--- src/rtl/qam_stream_arbiter.sv ---
// qam_stream_arbiter: packet-locked round-robin arbiter sharing one QAM modulator among NUM_CH Avalon-ST sources.
// Optional QAM_ARB_CHANNEL_TAG_EN adds aso_out0_channel, the grant index registered alongside each output beat.
module qam_stream_arbiter #(
    parameter int NUM_CH     = 4,
    parameter int DATA_WIDTH = 32
) (
    input  logic                         clock_clk,
    input  logic                         reset_reset,
    input  logic [NUM_CH*DATA_WIDTH-1:0] asi_in_data,
    input  logic [NUM_CH-1:0]            asi_in_valid,
    output logic [NUM_CH-1:0]            asi_in_ready,
    input  logic [NUM_CH-1:0]            asi_in_startofpacket,
    input  logic [NUM_CH-1:0]            asi_in_endofpacket,
    output logic [DATA_WIDTH-1:0]        aso_out0_data,
    output logic                         aso_out0_valid,
    input  logic                         aso_out0_ready,
    output logic                         aso_out0_startofpacket,
    output logic                         aso_out0_endofpacket,
`ifdef QAM_ARB_CHANNEL_TAG_EN
    output logic [$clog2(NUM_CH)-1:0]    aso_out0_channel,
`endif
    output logic [7:0]                   drop_count
);

    localparam int CH_W = $clog2(NUM_CH);

    typedef enum logic {
        IDLE = 1'b0,
        BUSY = 1'b1
    } state_e;

    state_e                  state_q, state_d;
    logic [CH_W-1:0]         grant_q, grant_d;
    logic [CH_W-1:0]         last_q, last_d;
    logic                    out_valid_q, out_valid_d;
    logic [DATA_WIDTH-1:0]   out_data_q, out_data_d;
    logic                    out_sop_q, out_sop_d;
    logic                    out_eop_q, out_eop_d;
    logic [CH_W-1:0]         out_chan_q, out_chan_d;
    logic [7:0]              drop_q, drop_d;

    logic [DATA_WIDTH-1:0]   sel_data;
    logic                    sel_valid;
    logic                    sel_sop;
    logic                    sel_eop;
    logic                    found;
    logic [CH_W-1:0]         pick;
    logic                    grant_ready;
    logic [NUM_CH-1:0]       stray;
    logic [8:0]              drop_sum;

    // NOTE: every signal written in an always_comb gets a default first, so no path can infer a latch.
    always_comb begin
        sel_data  = '0;
        sel_valid = 1'b0;
        sel_sop   = 1'b0;
        sel_eop   = 1'b0;
        for (int c = 0; c < NUM_CH; c++) begin
            if (grant_q == CH_W'(c)) begin
                sel_data  = asi_in_data[c*DATA_WIDTH +: DATA_WIDTH];
                sel_valid = asi_in_valid[c];
                sel_sop   = asi_in_startofpacket[c];
                sel_eop   = asi_in_endofpacket[c];
            end
        end
    end

    // Round-robin search: offset 0 is the channel right after the last one served.
    always_comb begin
        found = 1'b0;
        pick  = '0;
        for (int off = 0; off < NUM_CH; off++) begin
            for (int c = 0; c < NUM_CH; c++) begin
                if (!found && asi_in_valid[c] && asi_in_startofpacket[c]
                    && (c == (int'(last_q) + 1 + off) % NUM_CH)) begin
                    found = 1'b1;
                    pick  = CH_W'(c);
                end
            end
        end
    end

    always_comb begin
        state_d      = state_q;
        grant_d      = grant_q;
        last_d       = last_q;
        out_valid_d  = out_valid_q;
        out_data_d   = out_data_q;
        out_sop_d    = out_sop_q;
        out_eop_d    = out_eop_q;
        out_chan_d   = out_chan_q;
        drop_d       = drop_q;
        asi_in_ready = '0;
        stray        = '0;
        drop_sum     = {1'b0, drop_q};
        grant_ready  = 1'b0;

        if (out_valid_q && aso_out0_ready) begin
            out_valid_d = 1'b0;
        end

        case (state_q)
            IDLE: begin
                stray        = asi_in_valid & ~asi_in_startofpacket;
                asi_in_ready = stray;
                for (int c = 0; c < NUM_CH; c++) begin
                    if (stray[c]) begin
                        drop_sum = drop_sum + 9'd1;
                    end
                end
                drop_d = drop_sum[8] ? 8'hFF : drop_sum[7:0];
                if (found) begin
                    grant_d = pick;
                    state_d = BUSY;
                end
            end
            BUSY: begin
                grant_ready = !out_valid_q || aso_out0_ready;
                for (int c = 0; c < NUM_CH; c++) begin
                    if (grant_q == CH_W'(c)) begin
                        asi_in_ready[c] = grant_ready;
                    end
                end
                if (grant_ready && sel_valid) begin
                    out_valid_d = 1'b1;
                    out_data_d  = sel_data;
                    out_sop_d   = sel_sop;
                    out_eop_d   = sel_eop;
                    out_chan_d  = grant_q;
                    if (sel_eop) begin
                        last_d  = grant_q;
                        state_d = IDLE;
                    end
                end
            end
            default: state_d = IDLE;
        endcase

        // Sources must see no acceptance while the block is held in reset.
        if (reset_reset) begin
            asi_in_ready = '0;
        end
    end

    // NOTE: sequential state uses non-blocking assignments so every flop samples pre-edge values.
    always_ff @(posedge clock_clk) begin
        if (reset_reset) begin
            state_q     <= IDLE;
            grant_q     <= '0;
            last_q      <= CH_W'(NUM_CH - 1);
            out_valid_q <= 1'b0;
            out_data_q  <= '0;
            out_sop_q   <= 1'b0;
            out_eop_q   <= 1'b0;
            out_chan_q  <= '0;
            drop_q      <= '0;
        end else begin
            state_q     <= state_d;
            grant_q     <= grant_d;
            last_q      <= last_d;
            out_valid_q <= out_valid_d;
            out_data_q  <= out_data_d;
            out_sop_q   <= out_sop_d;
            out_eop_q   <= out_eop_d;
            out_chan_q  <= out_chan_d;
            drop_q      <= drop_d;
        end
    end

    assign aso_out0_data          = out_data_q;
    assign aso_out0_valid         = out_valid_q;
    assign aso_out0_startofpacket = out_sop_q;
    assign aso_out0_endofpacket   = out_eop_q;
    assign drop_count             = drop_q;
`ifdef QAM_ARB_CHANNEL_TAG_EN
    assign aso_out0_channel       = out_chan_q;
`endif

endmodule

--- config.mk ---
export PLATFORM = sky130hd
export DESIGN_NAME = qam_stream_arbiter
export DESIGN_NICKNAME = d
export VERILOG_FILES = /design/src/rtl/qam_stream_arbiter.sv
export SDC_FILE = /design/constraint.sdc
export NUM_CORES = 1
export LEC_CHECK = 0
export CAP_MARGIN = 25
export CORE_MARGIN = 2
export CORE_UTILIZATION = 28
export DETAILED_ROUTE_END_ITERATION = 8
export HOLD_SLACK_MARGIN = 0.02
export PLACE_DENSITY = 0.63
export SETUP_SLACK_MARGIN = 0.1
export SLEW_MARGIN = 0
export SYNTH_ARGS = -nofsm -noshare
export SYNTH_HDL_FRONTEND = slang
export SYNTH_SLANG_ARGS = --single-unit
export TNS_END_PERCENT = 20
--- constraint.sdc ---
create_clock -name clock_clk -period 3.2 [get_ports clock_clk]
set_input_delay 0.64 -clock clock_clk [delete_from_list [all_inputs] [get_ports clock_clk]]
set_output_delay 0.64 -clock clock_clk [all_outputs]
set_load 0.01 [all_outputs]
==> results.txt <==
----------------------------------------------------
[Synth]
  Proportion of netlist area held by the largest area contributor ... 27.1%
  Fraction of the yosys area taken by sequential cells ... 27.1%
  Leading post-synthesis cells by cell area ... sky130_fd_sc_hd__dfxtp_1 27%, sky130_fd_sc_hd__mux4_2 21%, sky130_fd_sc_hd__nand2_1 9.5%, sky130_fd_sc_hd__a21oi_1 6.2%, sky130_fd_sc_hd__xnor2_1 4.4%
  Count of unique library cells instantiated by Yosys ... 59
  Number of instances in the synthesized netlist ... 394
  Commonest register cell after synthesis ... sky130_fd_sc_hd__dfxtp_1
  Count of warnings emitted by yosys ... 0
  Library cell occupying the most area in the post-synthesis netlist ... sky130_fd_sc_hd__dfxtp_1
  EDFF count, synth ... 0
  Mean post-synth cell area ... 8.99 um2
  Total of flip-flops plus latches after synthesis ... 48
  Post-synthesis async set-or-reset flop share ... 0%
  Synthesized cell area ... 3540 um2
  Post-synth net total ... 541

[STA]
  Portion of the clock cycle consumed by the worst path in the final layout ... 94.7%
  Achievable clock frequency ... 330 MHz
  Rel. slew slack ... 54.5%
  Worst Max-Slew Pin Slew ... 0.682 ns
  Max Transition Viols Final ... 0
  Final setup violating endpoints ... 0
  Skew final ... 0.00677 ns
  Final critical delay including setup and external delays ... 3.03 ns
  Sum Neg Setup Slack ... 0 ns
  Setup repair after global routing missed its margin ... yes
  Final Hold Vio Count ... 0

[Global route]
  Global-route wire length before repair ... 18.5 mm
  Initial antenna violation count ... 0
  GRT Total Usage ... 17.4%
  Largest net degree at the start of global routing ... 41
  Number of global-route vias before repair ... 3815
  Remaining global-route overflow ... 0

[Power]
  Net switching power ... 730 uW
  Lkg Pwr ... 0.00218 uW
  Internal power contribution ... 1680 uW
  Maximum ir drop on the vdd rail ... 0.221 mV
  Switching power as a share of total power ... 30.2%
  Sequential fraction of design power ... 30.1%
  Logic gate share of total power ... 43.7%
  Power per unit of standard cell area ... 391 nW/um2
  Clock network power share ... 26.3%

[Route]
  Number of antenna-violating nets in the routed design ... 0
  Per-cell routed wire length ... 16.3 um
  DRC violations left ... 0
  Final wirelength ... 12.8 mm
  Vias ... 3871
  Pre-Repair DR Iteration Count ... 4
  Via count normalized by instance count ... 4.94
  Drt initial violations ... 162

[Layout]
  Share of cells above drive strength 1 ... 23.2%
  Filler cell count in the final layout ... 1195
  Area occupied by multi-input gates ... 2530 um2
  Growth of design area from synthesis to finish ... 74.1%
  Register area ... 963 um2
  Net total in the final layout ... 758
  Area of all placed cells without fillers ... 6170 um2
  Final antenna diode count ... 0

[CTS]
  CTS tree ... yes
  Root buffer cell ... sky130_fd_sc_hd__clkbuf_16
  Num CTS Buffers ... 5
  Clock transition at the register clock pins on the worst setup and hold paths after CTS ... 0.06 ns
  Sinks on the clock net ... 48
  H-tree level count ... 2
  Clk Latency, worst-skew pair ... 0.29 ns
  Maximum buffer depth of the clock tree ... 2

[Worst setup path]
  Reg2Reg Capture Point ... drop_count[2]
  Category of the worst setup path capture point ... output port
  Worst setup SP type ... primary input
  Arrival time of the worst setup path ... 2.39 ns
  Setup Crit Path Kind ... in -> out
  Crit path max fanout ... 3
  Required time of the worst setup path ... 2.56 ns
  R2r worst-path depth ... 15
  Reg-to-reg startpoint ... drop_count[0]
  Register-to-register setup slack ... 0.22 ns

[Place]
  Final GP Congestion ... 0.867
  Placed instance area ... 5890 um2
  Port buffer count ... 189
  Post-DP HPWL ... 10.2 mm

[Floorplanning]
  Initial standard-cell utilization of the core ... 28.4%
  Width of the die ... 116 um
  Area of the core ... 12500 um2
  Site Rows ... 41
  Die outline height ... 116 um
  Count of pins on the block boundary ... 190
  Floorplan die area ... 13600 um2

[Job]
  Max_cap viols ... 0

[Worst hold path]
  Worst Hold Path Cells ... 2
  Worst Hold Class ... reg -> reg
  Source of the worst hold timing path ... aso_out0_data[12]
  Worst-case hold path end point ... aso_out0_data[12]

[Status]
  Status ... finished, final reports clean

----------------------------------------------------
## cell type report
type                       count  area share (%)
multi-input combinational    309            41.1
timing repair buffer         235            36.1
sequential                    48            15.6
tap                          172            3.49
clock buffer                   7            2.47
inverter                      12           0.730
clock inverter                 1           0.487
## cells in the mapped netlist, types with 3 or more instances
cell	n
sky130_fd_sc_hd__nand2_1	90
sky130_fd_sc_hd__dfxtp_1	48
sky130_fd_sc_hd__a21oi_1	44
sky130_fd_sc_hd__mux4_2	33
sky130_fd_sc_hd__clkbuf_1	19
sky130_fd_sc_hd__xnor2_1	18
sky130_fd_sc_hd__nor2_1	17
sky130_fd_sc_hd__inv_1	12
sky130_fd_sc_hd__a221oi_2	7
sky130_fd_sc_hd__nor3_1	6
sky130_fd_sc_hd__and2_1	5
sky130_fd_sc_hd__buf_1	5
sky130_fd_sc_hd__nand2b_1	5
sky130_fd_sc_hd__o21ai_0	5
sky130_fd_sc_hd__a31oi_1	4
sky130_fd_sc_hd__ha_1	4
sky130_fd_sc_hd__nand3_1	4
sky130_fd_sc_hd__nand4_1	4
sky130_fd_sc_hd__nor2b_1	4
sky130_fd_sc_hd__a32oi_1	3
sky130_fd_sc_hd__mux2i_1	3
sky130_fd_sc_hd__nor4_1	3
sky130_fd_sc_hd__or2_2	3
sky130_fd_sc_hd__or3_1	3
## flip-flops by register name, summed over array words and instances, names as in the netlist
| name | flops |
|---|---|
| aso_out0_data | 32 |
| aso_out0_endofpacket | 1 |
| aso_out0_startofpacket | 1 |
| aso_out0_valid | 1 |
| drop_count | 8 |
| grant_q | 2 |
| last_q | 2 |
| state_q | 1 |
## per-stage QoR
step	worst slack, ns	total power (uW)	cells	util, %	hold slack (ns)
4_1_cts	0.152	2420	783	49.1	0.457
3_3_place_gp	-0.455	1740	774	47.2	0.442
6_report	0.170	2410	784	49.5	0.454
3_5_place_dp	-0.529	1750	774	47.2	0.448
2_1_floorplan	0.111	1240	394	-	0.481
5_1_grt	0.0938	2550	784	49.5	0.471
## timing repair
item | 4_1_cts | 5_1_grt
pin swaps | 9 | 7
hold buffers | 0 | 0
setup buffers | 1 | 1
resized for setup | 19 | 8
endpoints found under the setup margin | 8 | 9
## worst max-delay path, cell delays in order
cell,delay (ns)
sky130_fd_sc_hd__clkdlybuf4s50_1,0.45
sky130_fd_sc_hd__nand2b_1,0.15
sky130_fd_sc_hd__nand2_1,0.11
sky130_fd_sc_hd__o32a_1,0.29
sky130_fd_sc_hd__nor2_1,0.17
sky130_fd_sc_hd__clkdlybuf4s50_1,0.58
## cell families (layout without fill, tap and decap cells)
group	after synthesis	after routing	share of synthesized area, %
DFF	48	48	27.1
adders and majority gates	4	4	1.41
and+or+nand+nor	164	164	22.6
xor gates and xnor gates	21	21	5.40
buffers and inverters	37	255	3.95
muxes	39	39	23.2
AOI/OAI and AO/OA	81	81	16.3
## cells in the final DEF, fill, tap and decap left out, types with 3 or more instances in the layout
| cell type | instances |
|---|---|
| sky130_fd_sc_hd__clkdlybuf4s50_1 | 186 |
| sky130_fd_sc_hd__nand2_1 | 87 |
| sky130_fd_sc_hd__dfxtp_1 | 46 |
| sky130_fd_sc_hd__buf_4 | 44 |
| sky130_fd_sc_hd__a21oi_1 | 43 |
| sky130_fd_sc_hd__mux4_2 | 33 |
| sky130_fd_sc_hd__nor2_1 | 15 |
| sky130_fd_sc_hd__xnor2_1 | 14 |
| sky130_fd_sc_hd__inv_1 | 12 |
| sky130_fd_sc_hd__a221oi_2 | 7 |
| sky130_fd_sc_hd__nor3_1 | 6 |
| sky130_fd_sc_hd__nand2b_1 | 5 |
| sky130_fd_sc_hd__o21ai_0 | 5 |
| sky130_fd_sc_hd__clkbuf_16 | 5 |
| sky130_fd_sc_hd__and2_1 | 4 |
| sky130_fd_sc_hd__a31oi_1 | 4 |
| sky130_fd_sc_hd__nor2b_1 | 4 |
| sky130_fd_sc_hd__nand3_1 | 4 |
| sky130_fd_sc_hd__nand4_1 | 4 |
| sky130_fd_sc_hd__xnor2_2 | 4 |
| sky130_fd_sc_hd__a32oi_1 | 3 |
| sky130_fd_sc_hd__nand2_2 | 3 |
| sky130_fd_sc_hd__nor4_1 | 3 |
| sky130_fd_sc_hd__or2_2 | 3 |
| sky130_fd_sc_hd__buf_2 | 3 |
## routing by layer
metal,vias up,part of all wire (%),global-route usage (%)
met5,-,0,0
li1,1875,-,-
met2,128,52,33.5
met3,10,8.1,4.00
met4,0,1.0,3.33
met1,1858,39,19.5
## worst max path at each step
stage	start	to	depth (start not counted)	slack, ns
3_3_place_gp	asi_in_valid[0]	drop_count[1]	17	-0.45
6_report	aso_out0_ready	asi_in_ready[2]	6	0.17
3_5_place_dp	asi_in_valid[0]	drop_count[6]	15	-0.53
2_1_floorplan	asi_in_startofpacket[0]	drop_count[0]	13	0.11
4_1_cts	asi_in_startofpacket[0]	drop_count[2]	16	0.15
5_1_grt	asi_in_startofpacket[0]	drop_count[7]	13	0.09
## power groups by stage
stage / Combinational, uW / Clock, uW / Sequential [uW]
2_1_floorplan: 493 / 0 / 746
3_3_place_gp: 1000 / 0 / 736
3_5_place_dp: 1010 / 0 / 739
4_1_cts: 1040 / 652 / 726
5_1_grt: 1130 / 679 / 735
6_report: 1050 / 634 / 725
Note: power is estimated with default switching activity, not from simulation.
